File: src/rtl/key_button_encoder_if.sv
// Pushbutton keycode interface: raw button inputs toward the encoder,
// keycode word, strobe and held flag back toward the key decoder.
interface key_button_encoder_if;
    logic [6:0]  btn;
    logic [15:0] keycode;
    logic        key_valid;
    logic        held;

    modport master (input btn, output keycode, key_valid, held);
    modport slave  (output btn, input keycode, key_valid, held);
endinterface

File: src/rtl/key_button_encoder.sv
// Pushbutton-to-keycode encoder. Buttons are synchronised, debounced as one
// vector, priority-encoded and presented as a 16-bit USB-style keycode word.
// A key_valid strobe marks each new press (or auto-repeat).
// Optional feature macro: KEY_AUTO_REPEAT_EN builds the GAP state and the
// repeat timer. Without it a held key yields a single strobe per press.
module key_button_encoder #(
    parameter int unsigned DEBOUNCE_CYCLES = 500000,
    parameter int unsigned REPEAT_DELAY    = 25000000,
    parameter int unsigned REPEAT_PERIOD   = 5000000,
    parameter int unsigned REPEAT_GAP      = 2
) (
    input logic                   Clk,
    input logic                   Reset,
    key_button_encoder_if.master  bus
);

    localparam int unsigned DB_W = $clog2(DEBOUNCE_CYCLES + 1);

    // Every counter below relies on these being non-zero.
    generate
        if (DEBOUNCE_CYCLES < 1 || REPEAT_GAP < 1 || REPEAT_DELAY < 1 || REPEAT_PERIOD < 1) begin : g_bad_cfg
            $error("key_button_encoder: DEBOUNCE_CYCLES and REPEAT_* must all be >= 1");
        end
    endgenerate

    logic [6:0]      sync1, sync2;
    logic [6:0]      cand, db;
    logic [DB_W-1:0] db_cnt;
    logic [7:0]      code;

    // Two-flop synchroniser on the raw buttons.
    always_ff @(posedge Clk or posedge Reset) begin
        if (Reset) begin
            sync1 <= '0;
            sync2 <= '0;
        end else begin
            sync1 <= bus.btn;
            sync2 <= sync1;
        end
    end

    // Shared debounce: candidate must stay unchanged DEBOUNCE_CYCLES cycles.
    // The counter parks at DEBOUNCE_CYCLES once the candidate is accepted.
    always_ff @(posedge Clk or posedge Reset) begin
        if (Reset) begin
            cand   <= '0;
            db     <= '0;
            db_cnt <= '0;
        end else if (sync2 != cand) begin
            cand   <= sync2;
            db_cnt <= '0;
        end else if (db_cnt == DB_W'(DEBOUNCE_CYCLES - 1)) begin
            db     <= cand;
            db_cnt <= DB_W'(DEBOUNCE_CYCLES);
        end else if (db_cnt < DB_W'(DEBOUNCE_CYCLES)) begin
            db_cnt <= db_cnt + DB_W'(1);
        end
    end

    // Lowest set index wins; code is zero only when no button is down.
    always_comb begin
        code = 8'h00;
        if      (db[0]) code = 8'h28;
        else if (db[1]) code = 8'h13;
        else if (db[2]) code = 8'h15;
        else if (db[3]) code = 8'h1A;
        else if (db[4]) code = 8'h16;
        else if (db[5]) code = 8'h04;
        else if (db[6]) code = 8'h07;
    end

`ifdef KEY_AUTO_REPEAT_EN
    localparam int unsigned TMAX = (REPEAT_DELAY > REPEAT_PERIOD) ? REPEAT_DELAY : REPEAT_PERIOD;
    localparam int unsigned TM_W = $clog2(TMAX + 1);
    localparam int unsigned GP_W = $clog2(REPEAT_GAP + 1);

    typedef enum logic [1:0] {IDLE, HOLD, GAP} state_t;

    logic [TM_W-1:0] timer, timer_nxt;
    logic [GP_W-1:0] gap_cnt, gap_nxt;
`else
    typedef enum logic [1:0] {IDLE, HOLD} state_t;
`endif

    state_t     state, state_nxt;
    logic [7:0] cur_code, code_nxt;
    logic [7:0] kc, kc_nxt;
    logic       kv, kv_nxt;
    logic       held_r;

    // State and output registers; held tracks db in step with keycode.
    always_ff @(posedge Clk or posedge Reset) begin
        if (Reset) begin
            state    <= IDLE;
            cur_code <= '0;
            kc       <= '0;
            kv       <= 1'b0;
            held_r   <= 1'b0;
`ifdef KEY_AUTO_REPEAT_EN
            timer    <= '0;
            gap_cnt  <= '0;
`endif
        end else begin
            state    <= state_nxt;
            cur_code <= code_nxt;
            kc       <= kc_nxt;
            kv       <= kv_nxt;
            held_r   <= |db;
`ifdef KEY_AUTO_REPEAT_EN
            timer    <= timer_nxt;
            gap_cnt  <= gap_nxt;
`endif
        end
    end

    // Next state and outputs. cur_code remembers the reported key across the
    // gap so a repeat can restore it and a real change can be recognised.
    always_comb begin
        state_nxt = state;
        code_nxt  = cur_code;
        kc_nxt    = kc;
        kv_nxt    = 1'b0;
`ifdef KEY_AUTO_REPEAT_EN
        timer_nxt = timer;
        gap_nxt   = gap_cnt;
`endif
        case (state)
            IDLE: begin
                if (db != '0) begin
                    state_nxt = HOLD;
                    code_nxt  = code;
                    kc_nxt    = code;
                    kv_nxt    = 1'b1;
`ifdef KEY_AUTO_REPEAT_EN
                    timer_nxt = TM_W'(REPEAT_DELAY);
`endif
                end
            end
            HOLD: begin
                if (db == '0) begin
                    state_nxt = IDLE;
                    code_nxt  = '0;
                    kc_nxt    = '0;
                end else if (code != cur_code) begin
                    // A change right after a strobe waits a cycle so strobes never abut.
                    if (!kv) begin
                        code_nxt  = code;
                        kc_nxt    = code;
                        kv_nxt    = 1'b1;
`ifdef KEY_AUTO_REPEAT_EN
                        timer_nxt = TM_W'(REPEAT_DELAY);
`endif
                    end
`ifdef KEY_AUTO_REPEAT_EN
                end else if (timer <= TM_W'(1)) begin
                    state_nxt = GAP;
                    kc_nxt    = '0;
                    gap_nxt   = GP_W'(REPEAT_GAP - 1);
                end else begin
                    timer_nxt = timer - TM_W'(1);
`endif
                end
            end
`ifdef KEY_AUTO_REPEAT_EN
            GAP: begin
                if (db == '0) begin
                    state_nxt = IDLE;
                    code_nxt  = '0;
                    kc_nxt    = '0;
                end else if (code != cur_code) begin
                    state_nxt = HOLD;
                    code_nxt  = code;
                    kc_nxt    = code;
                    kv_nxt    = 1'b1;
                    timer_nxt = TM_W'(REPEAT_DELAY);
                end else if (gap_cnt == '0) begin
                    state_nxt = HOLD;
                    kc_nxt    = cur_code;
                    kv_nxt    = 1'b1;
                    timer_nxt = TM_W'(REPEAT_PERIOD);
                end else begin
                    gap_nxt = gap_cnt - GP_W'(1);
                end
            end
`endif
            default: begin
                state_nxt = IDLE;
                code_nxt  = '0;
                kc_nxt    = '0;
            end
        endcase
    end

    assign bus.keycode   = {8'h00, kc};
    assign bus.key_valid = kv;
    assign bus.held      = held_r;

endmodule

File: src/flat_wrapper.sv
// flat-port wrapper written by rule: the top's interface ports become plain ports
module key_button_encoder_flat 
#(
    parameter int unsigned DEBOUNCE_CYCLES = 500000,
    parameter int unsigned REPEAT_DELAY    = 25000000,
    parameter int unsigned REPEAT_PERIOD   = 5000000,
    parameter int unsigned REPEAT_GAP      = 2
)
  (Clk, Reset, bus_btn, bus_keycode, bus_key_valid, bus_held);
  key_button_encoder_if bus_i ();
  input logic Clk;
  input logic Reset;
  input wire logic [$bits(bus_i.btn)-1:0] bus_btn;
  output wire logic [$bits(bus_i.keycode)-1:0] bus_keycode;
  output wire logic [$bits(bus_i.key_valid)-1:0] bus_key_valid;
  output wire logic [$bits(bus_i.held)-1:0] bus_held;
  assign bus_i.btn = bus_btn;
  assign bus_keycode = bus_i.keycode;
  assign bus_key_valid = bus_i.key_valid;
  assign bus_held = bus_i.held;
  key_button_encoder #(.DEBOUNCE_CYCLES(DEBOUNCE_CYCLES), .REPEAT_DELAY(REPEAT_DELAY), .REPEAT_PERIOD(REPEAT_PERIOD), .REPEAT_GAP(REPEAT_GAP)) u_core (.Clk(Clk), .Reset(Reset), .bus(bus_i));
endmodule
File: config.mk
export PLATFORM = sky130hd
export DESIGN_NAME = key_button_encoder_flat
export DESIGN_NICKNAME = d
export VERILOG_FILES = /design/src/rtl/key_button_encoder_if.sv /design/src/rtl/key_button_encoder.sv /design/src/flat_wrapper.sv
export SDC_FILE = /design/constraint.sdc
export NUM_CORES = 1
export LEC_CHECK = 0
export CAP_MARGIN = 20
export CORE_MARGIN = 1.5
export CORE_UTILIZATION = 42
export CTS_CLUSTER_SIZE = 30
export DETAILED_ROUTE_END_ITERATION = 16
export PLACE_DENSITY = 0.59
export RECOVER_POWER = 50
export SETUP_SLACK_MARGIN = 0.3
export SKIP_CTS_REPAIR_TIMING = 1
export SLEW_MARGIN = 30
export SYNTH_ARGS = -nofsm -noshare
export SYNTH_HDL_FRONTEND = slang
export SYNTH_SLANG_ARGS = --single-unit
File: constraint.sdc
create_clock -name Clk -period 3.08 [get_ports Clk]
set_input_delay 0.616 -clock Clk [delete_from_list [all_inputs] [get_ports Clk]]
set_output_delay 0.616 -clock Clk [all_outputs]
set_load 0.1 [all_outputs]
# == Yosys cells after proc, flatten, opt, wreduce, memory -nomap -nowiden ==
# Index checks and enable logic that the tools add are counted.
# word_totals
in_bits,9
wordCells,51
regBits,59
out_inout_bits,18
# classes
n_addsub,1
muxes,23
n_reduce_logical,8
eq_ne,8
n_lt_le_gt_ge,1
n_bitwise,1
# op_table
op,count
$mux 8,10
$mux 19,3
$add 19x1->19 const B,1
$eq 19x19->1 const B,1
$lt 19x19->1 const B,1
$pmux 8 s2,1
$ne 8x8->1,1
$logic_not 7->1,1
$ne 7x7->1,1
$reduce_bool 7->1,1
$reduce_or 7->1,1
$mux 1,4
$mux 2,2
$ne 2x1->1 const B,2
$pmux 2 s2,1
$reduce_and 2->1,2
$mux 3,1
$ne 3x1->1 const B,1
$ne 3x3->1 const B,1
$reduce_and 3->1,1
$reduce_bool 3->1,1
$eq 2x1->1 const B,1
$logic_not 2->1,1
$pmux 1 s2,1
$not 1->1,1

# == Longest topological paths before layout ==
# Gate-level depths: netlist (run 1).
# depth
ltp_word,11
depth_mapped,10
mapped_depth_nobuf,8

# == Least setup slack after synthesis (run 1) ==
# Ideal clock, no wire load.
# synth_timing
path_type,flip-flop to flip-flop
start,reg u_core.db[2]
end,reg u_core.cur_code[3]
path_stages_with_launch,11
path_slack_ns,0.668
period_less_slack_ns,2.412
required_ns,3.014
t_arrival_ns,2.346
path_buffers,2
cell_sequence,dfrtp_1 -> buf_2 -> or4_1 -> nor3_2 -> inv_1 -> ha_1 -> a21oi_1 -> clkbuf_1 -> nor2_1 -> a41oi_1 -> o31a_1
# synth_between
elab_chain_cells,7
elab_cells_between_ends,15
classes_between,eq/ne (4); mux (8); reduce/logical (3)
# synth_lines
item,line_no,text
from (decl),key_button_encoder.sv:27,"logic [6:0] cand, db;"
from (signal assigned),key_button_encoder.sv:53,db <= cand;
branches (longest 7 deep; another with $mux 8),n/a,
to (signal assigned),key_button_encoder.sv:105,cur_code <= code_nxt;
to (decl),key_button_encoder.sv:86,"logic [7:0] cur_code, code_nxt;"
# Several ways; the timed one is not identified. The select of a mux whose other input is x is not followed.
# A chain may end at the register's enable or synchronous reset.

# == Final worst setup path (run 1) ==
# layout_timing
start,reg u_core.db[6]
end,reg u_core.cur_code[0]
# layout_between
elab_chain_cells,11
elab_cells_between_ends,19
classes_between,eq/ne (4); mux (12); reduce/logical (3)
# layout_lines
item
branches (longest 11 deep; another with $mux 8)
# Several ways; the timed one is not identified. The select of a mux whose other input is x is not followed.

==> results of run 1 <==
## stage by stage
step | hold slack, ns | utilization | instance area [µm²] | setup slack, ns
6_report | 0.3582 | 0.4754 | 3002 | 0.6462
2_1_floorplan | 0.3312 | - | 2769 | 0.6676
5_1_grt | 0.3671 | 0.4754 | 3002 | 0.4584
3_5_place_dp | 0.3364 | 0.4610 | 2910 | 0.6561
3_3_place_gp | 0.3314 | 0.4610 | 2910 | 0.7372
4_1_cts | 0.3625 | 0.4760 | 3005 | 0.6540
## final timing paths
| path | cells after the start | slack (ns) | end | from |
|---|---|---|---|---|
| min reg2reg | 0 | 0.36 | u_core.sync2[1] | u_core.sync1[1] |
| max reg2reg | 9 | 0.65 | u_core.cur_code[0] | u_core.db[6] |
| min | 0 | 0.36 | u_core.sync2[1] | u_core.sync1[1] |
| min in group asynchronous | 2 | 1.02 | u_core.db_cnt[10] | Reset |
| max in group asynchronous | 3 | 0.85 | u_core.db_cnt[15] | Reset |
| max | 9 | 0.65 | u_core.cur_code[0] | u_core.db[6] |
## critical path, delay by kind of cell, from the launching register on
family,cells,cell delay (ns)
compound gates,3,0.42
fa+ha+maj,1,0.21
buf+inv,2,0.31
flops,1,0.43
simple gates,3,0.94
## final cells by class
type	count	share of cell area
Inverter	8	0.01000
Timing Repair Buffer	22	0.06044
Clock buffer	5	0.02293
Clock inverter	3	0.008754
Multi-Input combinational cell	180	0.3989
Sequential cell	56	0.4669
Tap cell	77	0.03210
## power groups by stage
stage	Combinational, mW	Clock, mW	Sequential (mW)
after CTS	0.0898	0.444	0.756
final	0.0852	0.421	0.756
after detailed placement	0.0897	0	0.771
after floorplan	0.0839	0	0.769
after global placement	0.0892	0	0.770
after global routing	0.0919	0.469	0.758
## synth_stat cells, types with 3 or more instances
| cell | number |
|---|---|
| nor4_1 | 8 |
| dfrtp_1 | 56 |
| buf_2 | 4 |
| nand3_1 | 9 |
| xnor2_1 | 8 |
| nor2_1 | 26 |
| mux2_2 | 6 |
| nand2b_1 | 3 |
| and2_1 | 5 |
| nand4_1 | 10 |
| o21ai_0 | 7 |
| nand2_1 | 10 |
| nor3b_1 | 3 |
| buf_4 | 10 |
| a41oi_1 | 7 |
| and3_1 | 3 |
| inv_1 | 8 |
| nor3_1 | 5 |
| clkbuf_1 | 11 |
| nor2b_1 | 6 |
| a21oi_1 | 7 |
| xor2_1 | 16 |
| o31a_1 | 3 |
| ha_1 | 3 |
## cell usage in the layout, fill, tap and decap left out, drive strengths merged, types with 2 or more instances in the layout
| cell type | netlist | routed |
|---|---|---|
| nand3 | 9 | 9 |
| nor3b | 3 | 3 |
| xor2 | 16 | 16 |
| ha | 3 | 3 |
| buf | 15 | 13 |
| and2 | 5 | 5 |
| a21oi | 7 | 7 |
| and4 | 3 | 3 |
| or2 | 2 | 2 |
| dfrtp | 56 | 56 |
| nand4 | 10 | 10 |
| nor3 | 6 | 6 |
| mux2 | 7 | 7 |
| and3 | 3 | 3 |
| nor2 | 26 | 26 |
| inv | 8 | 9 |
| dlygate4sd3 | 0 | 8 |
| clkbuf | 11 | 6 |
| clkinv | 0 | 2 |
| or4 | 2 | 2 |
| a311o | 2 | 2 |
| xnor2 | 8 | 8 |
| nand2 | 10 | 10 |
| o31a | 3 | 3 |
| a41oi | 7 | 7 |
| o21ai | 8 | 8 |
| or4b | 2 | 2 |
| conb | 1 | 10 |
| nand2b | 3 | 3 |
| nor4 | 8 | 8 |
| nor2b | 6 | 6 |
## flip-flops by register name, summed over array words and instances, names as in the netlist
| register | count |
|---|---|
| u_core.db_cnt | 19 |
| u_core.cand | 7 |
| u_core.db | 7 |
| u_core.sync1 | 7 |
| u_core.sync2 | 7 |
| u_core.cur_code | 6 |
| u_core.bus.held | 1 |
| u_core.bus.key_valid | 1 |
| u_core.state | 1 |
## logic make-up after synthesis
family,Yosys count,share of synthesized area
other,1,0.001371
buffers and inverters,34,0.06221
AOI/OAI and AO/OA,33,0.08921
and+or+nand+nor,102,0.2118
xor gates and xnor gates,24,0.07685
DFF,56,0.5123
adders and majority gates,3,0.01373
muxes,8,0.03248
## layer usage
metal  wire, µm  share of wire  up-vias
met5          0              0        -
met4         62          0.013        0
met3        169          0.036        4
met2       2053           0.43       39
met1       2465           0.52      894
li1           -              -      921
==> flow_summary.yaml, run 1 <==
floorplan:
  dieArea_mm2: 0.007006
  fp.dieW_um: 83.70
  rows: 29
  initial_core_util: 0.4332
  coreArea_mm2: 0.006314
  die_h_um: 83.70
  io-pin-count: 27
logic_synthesis:
  synth_cells: 261
  synth_edf_count: 0
  synth_largest_area_cell: "dfrtp_1"
  synth_cell_types: 46
  ys_warn_count: 0
  synth_top_area_frac: 0.5124
  syn_area_mm2: 0.002735
  ys_ff_latch: 56
  ys_seq_area_frac: 0.5124
  async_flop_share: 1.000
  syn_area_per_cell_um2: 10.48
  ys.flop_type: "dfrtp_1"
  synth_area_leaders: "dfrtp_1, xor2_1, nor2_1"
timing:
  fin_crit_sh: 0.7902
  setup-violations-final: 0
  max_slew_margin: 0.2653
  slew_violations: 0
  tns_ns: 0
  max_freq_mhz: 410.9
  finalHoldViolCount: 0
  grt_setup_unrepaired: "no"
  tightest_slew_ns: 1.101
  skew_ns: 0.007330
  min_period_ns: 2.434
power:
  pwr-share-seq: 0.599
  irDropWorstVdd_v: 0.0002491
  total_power_mw: 1.262
  clockPowerShare: 0.333
  sw_frac_of_total: 0.2641
  comb_power_share: 0.068
  internal_power_uw: 928.5
  p_switching_uw: 333.2
  leakage_nw: 1.300
  power_density_mw_per_mm2: 420.3
global_route:
  gr-usage-all-layers: 0.1522
  grtUsageMet1: 0.2241
  antenna_found_initial: 0
  grt_start_max_net_pins: 28
  grt_util_met2: 0.2258
  grt_pass1_vias: 1763
  gr-max-usage-layer: "met2"
  grt_pass1_wl_um: 8666
  grtUsageMet3: 0.03066
  globalRouteOverflowTotal: 0
detailed_routing:
  vias_per_cell: 5.293
  post_drt_wl_per_cell_um: 13.53
  wirelength_um: 4750
  drtAntennaViolNets: 0
  routed-via-count: 1858
  drtPass1Iterations: 4
  drtIter0Drc: 124
  drc: 0
clocking:
  insertion_delay_ns: 0.31
  cts_buffers: 5
  htree_num_levels: 2
  clk_pin_slew_ns: 0.11
  cts_tree: "done"
  cts_sinks: 56
  clockBufferDepth: 2
  clock-root-buffer: "clkbuf_8"
run_status:
  outcome: "finished clean"
finish:
  fillers: 620
  num-nets-final: 285
  multi_input_area_mm2: 0.001197
  drive_above_1_share: 0.1204
  n_antenna_cell: 0
  fin_cells: 351
  syn2layout_area_growth_pct: 9.744
  regArea_mm2: 0.001401
placed_design:
  dp_cells: 343
  gp_congestion: 0.8046
  hpwl_um: 3297
  port_buffers: 16
worst_setup_path:
  crit_type: "reg -> reg"
  startpoint_type: "flip-flop"
  worstPathArrival_ns: 2.63
  max_stage_delay_ns: 0.57
  critical_path.slowest_cell: "or4_1"
  worstPathRequired_ns: 3.28
  path_cells: "or4_1 -> nor3_2 -> inv_1 -> ha_1 -> a21oi_1 -> buf_4 -> nor2_1 -> a41oi_1 -> o21ai_0"
  cp-end-kind: "flip-flop"
  critical_path.max_fanout: 12
worst_hold_path:
  min-delay-path-class: "reg -> reg"
flow_run:
  drv_cap: 0
(Power assumes the default switching activity.)
==> run 2: changes to the inputs <==
--- a/config.mk
+++ b/config.mk
@@ -10,7 +10,7 @@
 export CORE_UTILIZATION = 42
 export CTS_CLUSTER_SIZE = 30
 export DETAILED_ROUTE_END_ITERATION = 16
-export PLACE_DENSITY = 0.59
+export PLACE_DENSITY = 0.61
 export RECOVER_POWER = 50
 export SETUP_SLACK_MARGIN = 0.3
 export SKIP_CTS_REPAIR_TIMING = 1
==> constraint.sdc (replaced) <==
create_clock -name Clk -period 2 [get_ports Clk]
set_input_delay 0.4 -clock Clk [delete_from_list [all_inputs] [get_ports Clk]]
set_output_delay 0.4 -clock Clk [all_outputs]
set_load 0.1 [all_outputs]
==> flow_summary.yaml, run 2 (synthesized netlist as in run 1, its figures left out) <==
run_status:
  outcome: "finished with violations"
  violations: "setup timing"
worst_setup_path:
  path_cells: "or4_4 -> nor3_4 -> buf_4 -> buf_6 -> ha_4 -> a21oi_4 -> buf_6 -> nor2b_2 -> o21ai_0 -> o21ai_1"
  critical_path.slowest_cell: "or4_4"
  critical_path.max_fanout: 6
  cp-end-kind: "flip-flop"
  crit_type: "reg -> reg"
  worstPathRequired_ns: 2.22
  startpoint_type: "flip-flop"
  ff2ff_setup_slack_ns: -0.03
  worstRegToRegCells: 10
  worstPathArrival_ns: 2.25
  crit_top_cell: "buf_6"
  r2r_end: "u_core.cur_code[1]"
  rr_startpoint: "u_core.db[5]"
  critPathTopFamily: "simple AND/OR/NAND/NOR gates"
  max_stage_delay_ns: 0.51
  path_buf_inv: 3
timing:
  setup-violations-final: 6
  holdWs_ns: 0.3574
  tns_ns: -0.09315
  min_period_ns: 2.029
  worst_slack_ns: -0.02909
  skew_ns: 0.01298
  tightest_slew_ns: 0.5837
  slew_violations: 0
  max_slew_margin: 0.6087
  max_freq_mhz: 492.8
  fin_crit_sh: 1.015
  finalHoldViolCount: 0
  grt_setup_unrepaired: "yes"
power:
  total_power_mw: 1.978
  leakage_nw: 1.517
  irDropWorstVdd_v: 0.0004278
  power_density_mw_per_mm2: 563.4
finish:
  regMostFlops: "u_core.db_cnt"
  n_antenna_cell: 0
  largest_register_ffs: 19
  layout_common_cells: "dfrtp_1, buf_4, nor2_1"
  drive_above_1_share: 0.3301
  fin_cells: 386
  num-nets-final: 320
  syn2layout_area_growth_pct: 28.36
  layout_commonest_cell: "dfrtp_1"
  fillers: 557
global_route:
  grt_start_max_net_pins: 43
  grt_pass1_vias: 1951
  globalRouteOverflowTotal: 0
  antenna_found_initial: 0
  gr-usage-all-layers: 0.1647
  grt_pass1_wl_um: 9356
placed_design:
  hpwl_um: 3695
  pre_cts_ws_ns: -0.03348
  port_buffers: 16
  gp_congestion: 0.8578
  dp_cells: 367
floorplan:
  rows: 29
  die_h_um: 83.70
  dieArea_mm2: 0.007006
  io-pin-count: 27
  coreArea_mm2: 0.006314
  initial_core_util: 0.4332
  fp.dieW_um: 83.70
worst_hold_path:
  worstHoldEndpoint: "u_core.sync2[5]"
  min-delay-path-class: "reg -> reg"
  hold_depth: 0
  hold_start: "u_core.sync1[5]"
clocking:
  htree_num_levels: 2
  cts_sinks: 56
  clk_pin_slew_ns: 0.12
  cts_buffers: 5
  clock-root-buffer: "clkbuf_8"
  insertion_delay_ns: 0.33
  cts_tree: "done"
  clockBufferDepth: 2
detailed_routing:
  routed-via-count: 2072
  drtAntennaViolNets: 0
  drc: 0
  wirelength_um: 5417
  drtPass1Iterations: 4
  drtIter0Drc: 131
  vias_per_cell: 5.368
  post_drt_wl_per_cell_um: 14.03
flow_run:
  drv_cap: 0
-- run 2: worst max-delay path by stage --
stage	startpoint	cells after the start	to	slack [ns]
6_report	u_core.db[5]	10	u_core.cur_code[1]	-0.03
5_1_grt	u_core.db[4]	10	u_core.cur_code[1]	-0.16
3_5_place_dp	u_core.db[6]	9	u_core.cur_code[1]	-0.03
4_1_cts	u_core.db[4]	9	u_core.cur_code[3]	-0.06
3_3_place_gp	u_core.db[6]	9	u_core.cur_code[0]	0.02
2_1_floorplan	u_core.db[6]	9	u_core.cur_code[3]	-0.14
-- run 2: layout make-up --
cell class | count | area [µm²] | share of cell area
inverter | 8 | 31.28 | 0.008909
clock buffer | 5 | 68.82 | 0.01960
tap | 77 | 96.34 | 0.02744
multi-input combinational | 180 | 1370 | 0.3902
timing repair buffer | 57 | 503.0 | 0.1433
sequential | 56 | 1413 | 0.4024
clock inverter | 3 | 28.78 | 0.008197
-- run 2: report_power, final --
part | total (mW) | internal [mW] | switching, mW | leakage [nW]
clock | 0.680 | 0.266 | 0.414 | 0.0511
sequential | 1.16 | 1.15 | 0.0112 | 0.719
combinational | 0.134 | 0.0216 | 0.112 | 0.747
total | 1.98 | 1.44 | 0.538 | 1.52
-- run 2: stage by stage --
step	utilization	cell area, µm²
final	0.5561	3511
after global routing	0.5561	3511
after floorplan	-	2830
after CTS	0.5161	3258
after detailed placement	0.5006	3161
after global placement	0.5006	3161
-- run 2: routing by layer --
metal | GRT usage | up-vias | part of all wire
li1 | - | 997 | -
met1 | 0.2240 | 1033 | 0.46
met2 | 0.2661 | 35 | 0.50
met3 | 0.03561 | 7 | 0.028
met4 | 0.04918 | 0 | 0.015
met5 | 0 | - | 0
